<file path="src/rtl/eq_pkg.sv">
// Shared types and constants for the pot scan scheduler.
package eq_pkg;

  localparam int NUM_POTS = 6;

  typedef enum logic [2:0] {
    StIdle,
    StArb,
    StStart,
    StWait,
    StGap
  } state_e;

  // A2D channel for each scan slot: LP, B1, B2, B3, HP, volume.
  localparam logic [2:0] SLOT_CHNL [NUM_POTS] = '{3'd1, 3'd0, 3'd4, 3'd2, 3'd3, 3'd7};

  // Slot index to A2D channel; out-of-range slots map to channel 0.
  function automatic logic [2:0] slot_chnl(input logic [2:0] slot);
    logic [2:0] ch;
    ch = '0;
    for (int i = 0; i < NUM_POTS; i++) begin
      if (slot == 3'(i)) ch = SLOT_CHNL[i];
    end
    return ch;
  endfunction

endpackage

</file>
<file path="src/rtl/gap_timer.sv">
// Loadable down-counter with a zero flag; used for both gap and WAIT timeout counting.
module gap_timer #(
  parameter int unsigned Width = 8
) (
  input  logic             clk_i,
  input  logic             rst_ni,
  input  logic             load_i,
  input  logic [Width-1:0] load_val_i,
  output logic             zero_o
);

  logic [Width-1:0] cnt_q, cnt_d;

  // Load takes priority; otherwise count down and park at zero.
  always_comb begin
    cnt_d = cnt_q;
    if (load_i) begin
      cnt_d = load_val_i;
    end else if (cnt_q != '0) begin
      cnt_d = cnt_q - Width'(1);
    end
  end

  // Counter state with synchronous reset.
  always_ff @(posedge clk_i) begin
    if (!rst_ni) begin
      cnt_q <= '0;
    end else begin
      cnt_q <= cnt_d;
    end
  end

  assign zero_o = (cnt_q == '0);

endmodule

</file>
<file path="src/rtl/pot_scan_sched.sv">
// Round-robin scheduler sharing one A2D among six slide pots and a debug requester.
module pot_scan_sched
  import eq_pkg::*;
#(
  parameter int unsigned CNV_GAP   = 16,
  parameter int unsigned SWEEP_GAP = 1024,
  parameter int unsigned TIMEOUT   = 4096
) (
  input  logic        clk,
  input  logic        rst_n,
  input  logic        en,
  output logic        strt_cnv,
  output logic [2:0]  chnnl,
  input  logic        cnv_cmplt,
  input  logic [11:0] res,
  output logic [11:0] LP_pot,
  output logic [11:0] B1_pot,
  output logic [11:0] B2_pot,
  output logic [11:0] B3_pot,
  output logic [11:0] HP_pot,
  output logic [11:0] volume,
  output logic [5:0]  pot_vld,
  output logic        sweep_done,
  input  logic        dbg_req,
  input  logic [2:0]  dbg_chnl,
  output logic        dbg_ack,
  output logic [11:0] dbg_res,
  output logic        timeout_err
);

  localparam int unsigned MaxAB   = (TIMEOUT > CNV_GAP) ? TIMEOUT : CNV_GAP;
  localparam int unsigned MaxLoad = (MaxAB > SWEEP_GAP) ? MaxAB : SWEEP_GAP;
  // Loaded values never exceed MaxLoad-1.
  localparam int unsigned CntW    = (MaxLoad < 2) ? 1 : $clog2(MaxLoad);

  state_e      state_q;
  logic [2:0]  slot_q;
  logic        dbg_q;       // current/most recent conversion was a debug grant
  logic        strt_cnv_q;
  logic [2:0]  chnnl_q;
  logic [11:0] pot_q [NUM_POTS];
  logic [5:0]  pot_vld_q;
  logic        sweep_done_q;
  logic        dbg_ack_q;
  logic [11:0] dbg_res_q;
  logic        timeout_err_q;

  logic            tmr_load;
  logic [CntW-1:0] tmr_val;
  logic            tmr_zero;
  logic            wait_done;
  logic            sweep_end;
  logic            gap_zero;

  // A scheduled slot 5 conversion closes a sweep and earns the long gap.
  assign sweep_end = !dbg_q && (slot_q == 3'(NUM_POTS - 1));
  // Completion wins over a simultaneous timeout expiry.
  assign wait_done = (state_q == StWait) && (cnv_cmplt || tmr_zero);
  assign gap_zero  = sweep_end ? (SWEEP_GAP == 0) : (CNV_GAP == 0);

  // Timer loads: timeout budget on START, gap length when leaving WAIT.
  always_comb begin
    tmr_load = 1'b0;
    tmr_val  = '0;
    if (state_q == StStart) begin
      tmr_load = 1'b1;
      tmr_val  = CntW'(TIMEOUT - 1);
    end else if (wait_done && !gap_zero) begin
      tmr_load = 1'b1;
      tmr_val  = sweep_end ? CntW'(SWEEP_GAP - 1) : CntW'(CNV_GAP - 1);
    end
  end

  gap_timer #(
    .Width(CntW)
  ) u_gap_timer (
    .clk_i     (clk),
    .rst_ni    (rst_n),
    .load_i    (tmr_load),
    .load_val_i(tmr_val),
    .zero_o    (tmr_zero)
  );

  // Scheduler FSM with registered outputs.
  always_ff @(posedge clk) begin
    if (!rst_n) begin
      state_q       <= StIdle;
      slot_q        <= '0;
      dbg_q         <= 1'b0;
      strt_cnv_q    <= 1'b0;
      chnnl_q       <= '0;
      pot_vld_q     <= '0;
      sweep_done_q  <= 1'b0;
      dbg_ack_q     <= 1'b0;
      dbg_res_q     <= '0;
      timeout_err_q <= 1'b0;
      for (int i = 0; i < NUM_POTS; i++) pot_q[i] <= '0;
    end else begin
      strt_cnv_q   <= 1'b0;
      sweep_done_q <= 1'b0;
      dbg_ack_q    <= 1'b0;
      unique case (state_q)
        StIdle: begin
          if (en) state_q <= StArb;
        end
        StArb: begin
          // Debug never takes two conversions in a row.
          if (dbg_req && !dbg_q) begin
            dbg_q   <= 1'b1;
            chnnl_q <= dbg_chnl;
          end else begin
            dbg_q   <= 1'b0;
            chnnl_q <= slot_chnl(slot_q);
          end
          strt_cnv_q <= 1'b1;
          state_q    <= StStart;
        end
        StStart: begin
          state_q <= StWait;
        end
        StWait: begin
          if (wait_done) begin
            if (cnv_cmplt) begin
              if (dbg_q) begin
                dbg_res_q <= res;
              end else begin
                for (int i = 0; i < NUM_POTS; i++) begin
                  if (slot_q == 3'(i)) begin
                    pot_q[i]     <= res;
                    pot_vld_q[i] <= 1'b1;
                  end
                end
              end
            end else begin
              timeout_err_q <= 1'b1;
            end
            if (dbg_q) begin
              dbg_ack_q <= 1'b1;
            end else begin
              slot_q       <= sweep_end ? 3'd0 : slot_q + 3'd1;
              sweep_done_q <= sweep_end;
            end
            if (gap_zero) begin
              state_q <= en ? StArb : StIdle;
            end else begin
              state_q <= StGap;
            end
          end
        end
        StGap: begin
          if (tmr_zero) state_q <= en ? StArb : StIdle;
        end
        default: state_q <= StIdle;
      endcase
    end
  end

  assign strt_cnv    = strt_cnv_q;
  assign chnnl       = chnnl_q;
  assign LP_pot      = pot_q[0];
  assign B1_pot      = pot_q[1];
  assign B2_pot      = pot_q[2];
  assign B3_pot      = pot_q[3];
  assign HP_pot      = pot_q[4];
  assign volume      = pot_q[5];
  assign pot_vld     = pot_vld_q;
  assign sweep_done  = sweep_done_q;
  assign dbg_ack     = dbg_ack_q;
  assign dbg_res     = dbg_res_q;
  assign timeout_err = timeout_err_q;

endmodule
</file>
<file path="config.mk">
export PLATFORM = sky130hd
export DESIGN_NAME = pot_scan_sched
export DESIGN_NICKNAME = d
export VERILOG_FILES = /design/src/rtl/eq_pkg.sv /design/src/rtl/gap_timer.sv /design/src/rtl/pot_scan_sched.sv
export SDC_FILE = /design/constraint.sdc
export NUM_CORES = 1
export LEC_CHECK = 0
export BUFFER_PORTS_ARGS = -buffer_cell sky130_fd_sc_hd__buf_2
export CAP_MARGIN = 10
export CORE_MARGIN = 5
export CORE_UTILIZATION = 45
export DETAILED_ROUTE_END_ITERATION = 6
export MAX_ROUTING_LAYER = met4
export PLACE_DENSITY = 0.71
export SYNTH_ARGS = -nofsm -noshare
export SYNTH_HDL_FRONTEND = slang
export SYNTH_HIERARCHICAL = 1
export SYNTH_SLANG_ARGS = --single-unit
export TNS_END_PERCENT = 50
</file>
<file path="constraint.sdc">
create_clock -name clk -period 2.46 [get_ports clk]
set_input_delay 0.123 -clock clk [delete_from_list [all_inputs] [get_ports clk]]
set_output_delay 0.123 -clock clk [all_outputs]
set_load 0.02 [all_outputs]
</file>
=== After elaboration in Yosys (flattened, before gate mapping) ===
Memories as Yosys holds them, arrays and structs flattened.
Cells that the tools add are included.

* Output and inout bits: 97
* RAM bits: 72
* Register bits after elaboration: 44
* Memories: 1

{| class="wikitable"
|+ Memory list
! name !! words !! width !! rd ports !! clocked after memory_dff !! write ports !! line !! source
|-
| pot_q || 6 || 12 || 6 || 0 || 6 || pot_scan_sched.sv:41 || <nowiki>logic [11:0] pot_q [NUM_POTS];</nowiki>
|}

* Eq/ne operators: 12
* Add/subtract/negate cells: 2
* Bitwise logic cells: 11
* Muxes and demuxes: 72
* Reductions and logical operators: 22

{| class="wikitable"
|+ Operators by type and width
! cell !! count
|-
| $mux 12 || 9
|-
| $mux 1 || 50
|-
| $mux 3 || 10
|-
| $reduce_and 5->1 || 6
|-
| $mux 10 || 2
|-
| $pmux 3 s5 || 1
|-
| $eq 3x2->1 const B || 4
|-
| $logic_not 12->1 || 1
|-
| $reduce_and 3->1 || 4
|-
| $reduce_bool 12->1 || 1
|-
| $sub 12x1->12 const B || 1
|-
| $eq 3x3->1 const B || 3
|-
| $eq 3x1->1 const B || 2
|-
| $logic_not 3->1 || 2
|-
| $ne 2x2->1 const B || 3
|-
| $or 1x1->1 || 6
|-
| $not 1->1 || 5
|-
| $reduce_and 4->1 || 1
|-
| $reduce_or 4->1 || 1
|-
| $add 3x1->3 const B || 1
|-
| $logic_and 1x1->1 || 3
|-
| $reduce_bool 2->1 || 1
|-
| $logic_not 1->1 || 1
|-
| $logic_or 1x1->1 || 1
|}

=== Longest topological paths before layout ===
Gate-level depths: netlist of the first run.

* Word-level depth: 9
* Gate-level depth with buffers: 12

=== Modules after synthesis ===
Netlist of the first run, hierarchy kept.

{| class="wikitable"
|+ By module, submodules not included
! module !! instances !! cells an instance !! area an instance (um^2)
|-
| pot_scan_sched || 1 || 336 || 4302.9
|-
| gap_timer || 1 || 90 || 703.2
|}

=== Worst setup path before layout of the first run ===
OpenSTA, ideal clock, no wires.

* Kind: reg-to-reg
* From: reg u_gap_timer.cnt_q[0]
* To: reg u_gap_timer.cnt_q[9]
* Library setup time: 0.116 ns
* Required time: 2.344 ns
* Slack: 0.140 ns
* Clock period less this slack: 2.320 ns
* Data arrival time: 2.204 ns
* Stages on the path, launching flop included: 13
* Buffers on the path: 1
* Path through: dfxtp_1 -> inv_1 -> ha_1 -> nor3b_1 -> nand3_1 -> inv_1 -> nor2_1 -> nor2b_1 -> or2_2 -> inv_1 -> buf_2 -> o311a_1 -> nor2_1

* Word-level cells in the longest chain between the ends: 6
* Elaborated cells on any way between the ends: 12
* Classes of those cells: add/sub (1); mux (6); reduce/logical (5)

{| class="wikitable"
|+ RTL lines
! item !! line !! source
|-
| start: declaration || gap_timer.sv:12 || <nowiki>logic [Width-1:0] cnt_q, cnt_d;</nowiki>
|-
| start signal: assignment || gap_timer.sv:29 || <nowiki>cnt_q <= cnt_d;</nowiki>
|-
| $logic_not 12->1 (*) || gap_timer.sv:33 || <nowiki>assign zero_o = (cnt_q == '0);</nowiki>
|-
| via tmr_zero || pot_scan_sched.sv:50 || <nowiki>logic tmr_zero;</nowiki>
|-
| $logic_or 1x1->1 (*) || pot_scan_sched.sv:58 || <nowiki>assign wait_done = (state_q == StWait) && (cnv_cmplt || tmr_zero);</nowiki>
|-
| $logic_and 1x1->1 (*) || pot_scan_sched.sv:58 ||
|-
| $mux 1 (*) || pot_scan_sched.sv:68 || <nowiki>end else if (wait_done && !gap_zero) begin</nowiki>
|-
| $mux 1 (*) || pot_scan_sched.sv:65 || <nowiki>if (state_q == StStart) begin</nowiki>
|-
| via tmr_load || pot_scan_sched.sv:48 || <nowiki>logic tmr_load;</nowiki>
|-
| $mux 12 or $reduce_bool 2->1 (tied branches) || n/a ||
|}

Mark *: on every way through the listed nets, which the timed path passes. The rest lies on a longest branch. The select of a mux whose other input is x is not followed.
A chain may end at the register's enable or synchronous reset.

=== Worst setup path in the final report of the first run ===
* From: reg u_gap_timer.cnt_q[0]
* To: reg u_gap_timer.cnt_q[10]

Same word-level chain as after synthesis.

==> results of run 1 <==
==> worst paths after layout <==
check	startpoint	end	cells after the start
worst max register to register	u_gap_timer/cnt_q[0]	u_gap_timer/cnt_q[10]	12
worst min register to register	pot_vld[2]	pot_vld[2]	1
worst max-delay path	u_gap_timer/cnt_q[0]	u_gap_timer/cnt_q[10]	12
worst min-delay path	rst_n	pot_vld[4]	3
==> layout by cell type, fill, tap and decap left out, types with 4 or more instances in the layout <==
master and count:
buf_2 116, and2_1 74, edfxtp_1 72, dfxtp_1 44, o21ai_0 33, a21oi_1 27, buf_4 17, clkbuf_16 16
dlygate4sd3_1 16, nand3_1 15, nand2_1 13, inv_1 12, nor2_1 12, a31oi_1 10, nor2b_1 7, ha_1 7
or4_1 6, nor3_1 6, o21a_1 6, nand2b_1 5, nor4_4 5, clkinvlp_4 5, o21ai_1 4, or3_1 4
==> worst max-delay path, delay by kind of cell (launching register included) <==
kind,cells,cell delay [ns]
AOI/OAI and AO/OA,2,0.25
adders and majority gates,1,0.21
buffers and inverters,4,0.43
DFF,1,0.36
and+or+nand+nor,5,0.86
==> where the power goes <==
group	total, mW	switching (mW)	internal (mW)
registers	2.34	0.127	2.21
logic	1.06	0.620	0.438
clock network	2.39	0.853	1.54
==> metrics by stage <==
step           hold slack (ns)  utilization  setup slack (ns)  area [um^2]
2_1_floorplan            0.261            -             0.140         5010
3_3_place_gp             0.393        0.529             0.287         5760
3_5_place_dp             0.397        0.529             0.214         5760
4_1_cts                 0.0796        0.597             0.173         6500
5_1_grt                  0.115        0.597            0.0275         6500
6_report                 0.117        0.597             0.273         6500
==> cell usage after synthesis (2+ instances only) <==
cell type  number
and2_1         74
edfxtp_1       72
dfxtp_1        44
o21ai_0        37
a21oi_1        27
nand3_1        15
nand2_1        13
inv_1          12
nor2_1         12
a31oi_1        10
ha_1            7
nor2b_1         7
buf_4           6
nor3_1          6
o21a_1          6
or4_1           6
clkbuf_1        5
nand2b_1        5
nor4_4          5
buf_2           4
clkbuf_2        4
or3_1           4
nor3b_1         3
nor4_1          3
or3b_2          3
and3b_1         2
buf_1           2
buf_6           2
nand4_1         2
or2_2           2
==> cells by family (layout without fill, tap and decap cells) <==
family | count (synthesis) | count (layout)
fa+ha+maj | 7 | 7
compound gates | 95 | 95
mux | 1 | 1
flops | 116 | 116
buf+inv | 36 | 194
simple gates | 171 | 171
==> layout make-up <==
| type | count | area [um^2] | share of cell area |
|---|---|---|---|
| flip-flops and latches | 116 | 3040 | 0.468 |
| multi-input cells | 274 | 1790 | 0.275 |
| repair buffers | 149 | 868 | 0.134 |
| clock buffers | 19 | 422 | 0.0649 |
| well taps | 140 | 175 | 0.0269 |
| clock inverters | 13 | 159 | 0.0244 |
| inverters | 13 | 48.8 | 0.00751 |
==> per-layer routing <==
metal | part of all wire | GRT usage | vias up
li1 | - | - | 1837
met1 | 0.43 | 0.254 | 1782
met2 | 0.47 | 0.297 | 159
met3 | 0.095 | 0.0444 | 5
met4 | 0.0054 | 0.0610 | 0
met5 | 0 | - | -
==> state kept, by name (all words and copies together), names as in the netlist <==
name               cells
pot_q                 72
dbg_res               12
u_gap_timer/cnt_q     12
pot_vld                6
chnnl                  3
slot_q                 3
state_q                3
dbg_ack                1
dbg_q                  1
strt_cnv               1
sweep_done             1
timeout_err            1
==> repair_timing <==
item / CTS / global route
resized for setup: 0 / 1
hold endpoints to repair: 22 / 0
setup endpoints to repair: 0 / 11
hold buffers: 16 / 0
==> results.md, run 1 <==
* Routed WL at 12000 um
* Lkg Pwr at 2.71 nW
* Initial Utilization at 0.460
* R2R setup slack at 0.27 ns
* Register area share after synthesis at 0.608
* Drt drc at 0
* Crit Path Class: reg -> reg
* Post-synthesis xor/xnor area fraction at 0
* Clk buf depth at 2
* Number of I/O pins at approximately 120
* Final total power at between 5 and 6 mW
* Main flop type after synthesis: edfxtp_1
* Antenna violations before repair at 0
* Synthesized net count at 453
* Cell area after synthesis at 0.00501 mm^2
* Compound-cell area share of the yosys netlist at 0.111
* Vias per cell at between 5 and 6
* Mux cell area share after synthesis at 0.00225
* Max FO, Critical Path at 12
* Top-area cell type share of the netlist area at 0.432
* Total congestion overflow at 0
* Count of pins over their slew limit at 0
* Critical Path End Type: flip-flop
* Status: finished clean
* Drt pass-1 iters at 5
* Synth Area in Adders at 0.0175
* Worst hold path class: in -> reg
* Clock skew at 0.0117 ns
* Die Y at roughly 120 um
* Worst Setup Start Kind: flip-flop
* Fin nets at about 600
* Row count at 38
* H-tree lvl count at 4
* CTS Buf Count at 17
* Clock sinks at 116
* Routed len/inst at 16.6 um
* CTS clk-pin slew, worst paths at 0.06 ns
* Synth top area cells: edfxtp_1 43%, dfxtp_1 18%, and2_1 9.2%
* Post-CTS Setup Inserts at 0
* RSZ-0062 raised after global routing: no
* CP max stage delay at 0.36 ns
* Pwr dens at 889 mW/mm^2
* Rel. slew slack at 0.532
* Largest family of logic cells by synthesized area: simple AND/OR/NAND/NOR gates
* Area grow syn2layout at 29.9%
* Area leader, netlist: edfxtp_1
* N_diodes at 0
* Vias in the first global route at 3590
* Syn Inst Count at between 400 and 500
* Largest net degree at the start of global routing at 31
* Die area at between 0.01 and 0.015 mm^2
* Syn_area_per_cell at 11.8 um^2
* Simple-gate share of the synthesized area at 0.225
* Core Region at 0.0109 mm^2
* Routed Antenna Nets at 0
* Fillers at 898
* Peak supply drop at between 0.4 and 0.5 mV
* Die width at 115 um
* TritonCTS clock tree: built
* Async SR Flop Fraction at 0
* Final Hold Vio Count at 0
* Final setup vio count at 0
* Crit path DAT at 2.62 ns
* Post-synth cell types at between 50 and 60
* Warnings from Yosys at 6
* Max Clk Rate at ~460 MHz
* Worst-Skew Late Latency at 0.51 ns
* Total GRT Usage at 0.193
* DRT iter0 DRCs at 333
* Clk root buf: clkbuf_8
* Placer congestion estimate at 0.859
* Post-route insts no fill at 724
* Critical Path RT at between 2 and 3 ns
* Most common cell on crit path: inv_1
* # port buffers at roughly 120
* Slowest library cell on the worst path: dfxtp_1
* Number of enable flip-flop cells after synthesis at 72
* Max_cap viols at 0
* Crit-path cells: inv_1 -> ha_1 -> nor3b_2 -> nand3_1 -> inv_1 -> nor2_1 -> nor2b_1 -> or2_2 -> inv_1 -> buf_4 -> o21ai_0 -> a31oi_1
* TNS Setup at 0 ns
* Via count at 3783
* Tcrit/Tclk final at 0.889
* First-pass GRT wire length at 19000 um
* Seq cells post-synth at 116
* DP HPWL at 8490 um
* Min Tclk post-route at 2.19 ns
* Fraction of layout cells with a size suffix above 1 at 0.310
* Worst-margin pin slew at 0.702 ns
* Post-Place Cells at between 600 and 700
Note: power is estimated with default switching activity, not from simulation.
==> inputs of run 2 (changes only) <==
Settings changed: SETUP_SLACK_MARGIN set to 0.5.
==> run 2 against run 1 <==
Net effect:
- power fell by 1.1%
- die area did not move
- first-iteration DRC count fell by 12%
- sequential share of layout area fell by 0.86 points
- worst hold slack got worse by 0.015 ns
- clock power fell by 15%
- worst setup slack improved by 0.23 ns
- critical path depth fell by 2
- largest cell class unchanged
==> results.md, run 2 (synthesis results as in run 1) <==
* Status: finished clean
* Total GRT Usage at 0.196
* TritonCTS clock tree: built
* Fraction of layout cells with a size suffix above 1 at 0.347
* Peak supply drop at ~0.39 mV
* Multi-input gate area at 0.00191 mm^2
* Core Region at 0.0109 mm^2
* Fin nets at 608
* Routed len/inst at between 15 and 20 um
* Worst Setup Start Kind: flip-flop
* Drt drc at 0
* Max_cap viols at 0
* Clk buf depth at 2
* Row count at 38
* Pwr dens at ~860 mW/mm^2
* Vias in the first global route at between 3k and 4k
* Slowest library cell on the worst path: dfxtp_4
* Final Hold Vio Count at 0
* PnR worst setup slack at 0.507 ns
* Critical Path RT at around 2.9 ns
* Max FFs per register at 72
* Most common cell on crit path: inv_4
* First-pass GRT wire length at 19400 um
* Most flops, register: pot_q
* Count of pins over their slew limit at 0
* N_diodes at 0
* Min Tclk post-route at 1.95 ns
* Post-Place Cells at roughly 670
* Die Y at 115 um
* H-tree lvl count at 4
* Max Clk Rate at 512 MHz
* DP HPWL at 8420 um
* Vias per cell at roughly 5.3
* Max FO, Critical Path at 6
* # port buffers at about 120
* Crit path DAT at between 2 and 2.5 ns
* Worst-Skew Late Latency at 0.52 ns
* Critical Path End Type: flip-flop
* Die width at 115 um
* Most frequent cells in the layout: 117 x buf_2, 74 x and2_1, 72 x edfxtp_1
* Initial Utilization at 0.460
* Fillers at 868
* WP buf/inv at 2
* Rel. slew slack at 0.530
* Final Util at 0.610
* Lkg Pwr at 2.76 nW
* CP max stage delay at 0.37 ns
* Post-route insts no fill at 734
* RSZ-0062 raised after global routing: yes
* Drt pass-1 iters at 5
* Crit Path Class: reg -> reg
* Total congestion overflow at 0
* Clock skew at between 0.008 and 0.009 ns
* Crit path max-delay family: simple AND/OR/NAND/NOR gates
* Final setup vio count at 0
* Largest net degree at the start of global routing at 31
* CTS clk-pin slew, worst paths at 0.06 ns
* CTS Buf Count at 17
* Area grow syn2layout at 32.6%
* Pre-CTS WS at 0.216 ns
* Most common cell after layout, fill and taps aside: buf_2
* FF/Latch Area at approximately 0.0030 mm^2
* Worst-margin pin slew at around 0.7 ns
* Number of I/O pins at 117
* Routed Antenna Nets at 0
* Die area at ~0.013 mm^2
* Antenna violations before repair at 0
* Worst hold path class: in -> reg
* Fin Hold WS at 0.102 ns
* Clock sinks at 116
* Routed WL at 12600 um
* Clk root buf: clkbuf_8
* Placer congestion estimate at 0.857
* Via count at 3905
* Tcrit/Tclk final at 0.794
* Crit-path cells: inv_4 -> ha_4 -> nor3b_4 -> nand3_2 -> inv_4 -> nor2_4 -> nor2b_4 -> or2_4 -> a221o_1 -> a21boi_0
* DRT iter0 DRCs at 293
* TNS Setup at 0 ns
run 2: worst paths after layout:
kind                                              to  slack (ns)  cells past startpoint            startpoint
worst max-delay path            u_gap_timer/cnt_q[1]        0.51                     10  u_gap_timer/cnt_q[1]
worst min-delay path                           dbg_q        0.10                      4               dbg_req
worst max register to register  u_gap_timer/cnt_q[1]        0.51                     10  u_gap_timer/cnt_q[1]
worst min register to register            pot_vld[1]        0.47                      1            pot_vld[1]
run 2: cell type report:
cell class,count,share of cell area
timing repair buffer,159,0.143
inverter,13,0.00848
clock inverter,13,0.0104
sequential,116,0.459
tap,140,0.0264
clock buffer,19,0.0635
multi-input combinational,274,0.288
run 2: worst register-to-register path: stages (launching register included):
cell	delay, ns
dfxtp_4	0.37
inv_4	0.05
ha_4	0.15
nor3b_4	0.15
nand3_2	0.12
inv_4	0.05
nor2_4	0.15
nor2b_4	0.06
or2_4	0.25
a221o_1	0.30
a21boi_0	0.21
run 2: routing by layer:
layer,up-vias,global-route usage,routed length (um)
met1,1849,0.251,5350
li1,1859,-,-
met3,16,0.0449,997
met4,0,0.0587,124
met5,-,-,0
met2,181,0.313,6130
run 2: timing repair:
action	in CTS	in global routing
hold buffers	16	0
setup buffers	6	5
endpoints found under the setup margin	26	74
endpoints found under the hold margin	18	0
cloned	0	2
gates resized for setup	10	30
pin swaps	3	8
run 2: where the power goes:
group / total (mW) / internal, mW / switching (mW)
Combinational: 1.32 / 0.598 / 0.723
Sequential: 2.38 / 2.22 / 0.163
Clock: 2.02 / 1.20 / 0.818
Total: 5.72 / 4.02 / 1.70
run 2: metrics by stage:
| step | area (um^2) | total power, mW |
|---|---|---|
| after floorplan | 5030 | 3.11 |
| after global placement | 5750 | 3.36 |
| after detailed placement | 5750 | 3.39 |
| after CTS | 6490 | 5.56 |
| after global routing | 6640 | 5.98 |
| final | 6640 | 5.72 |
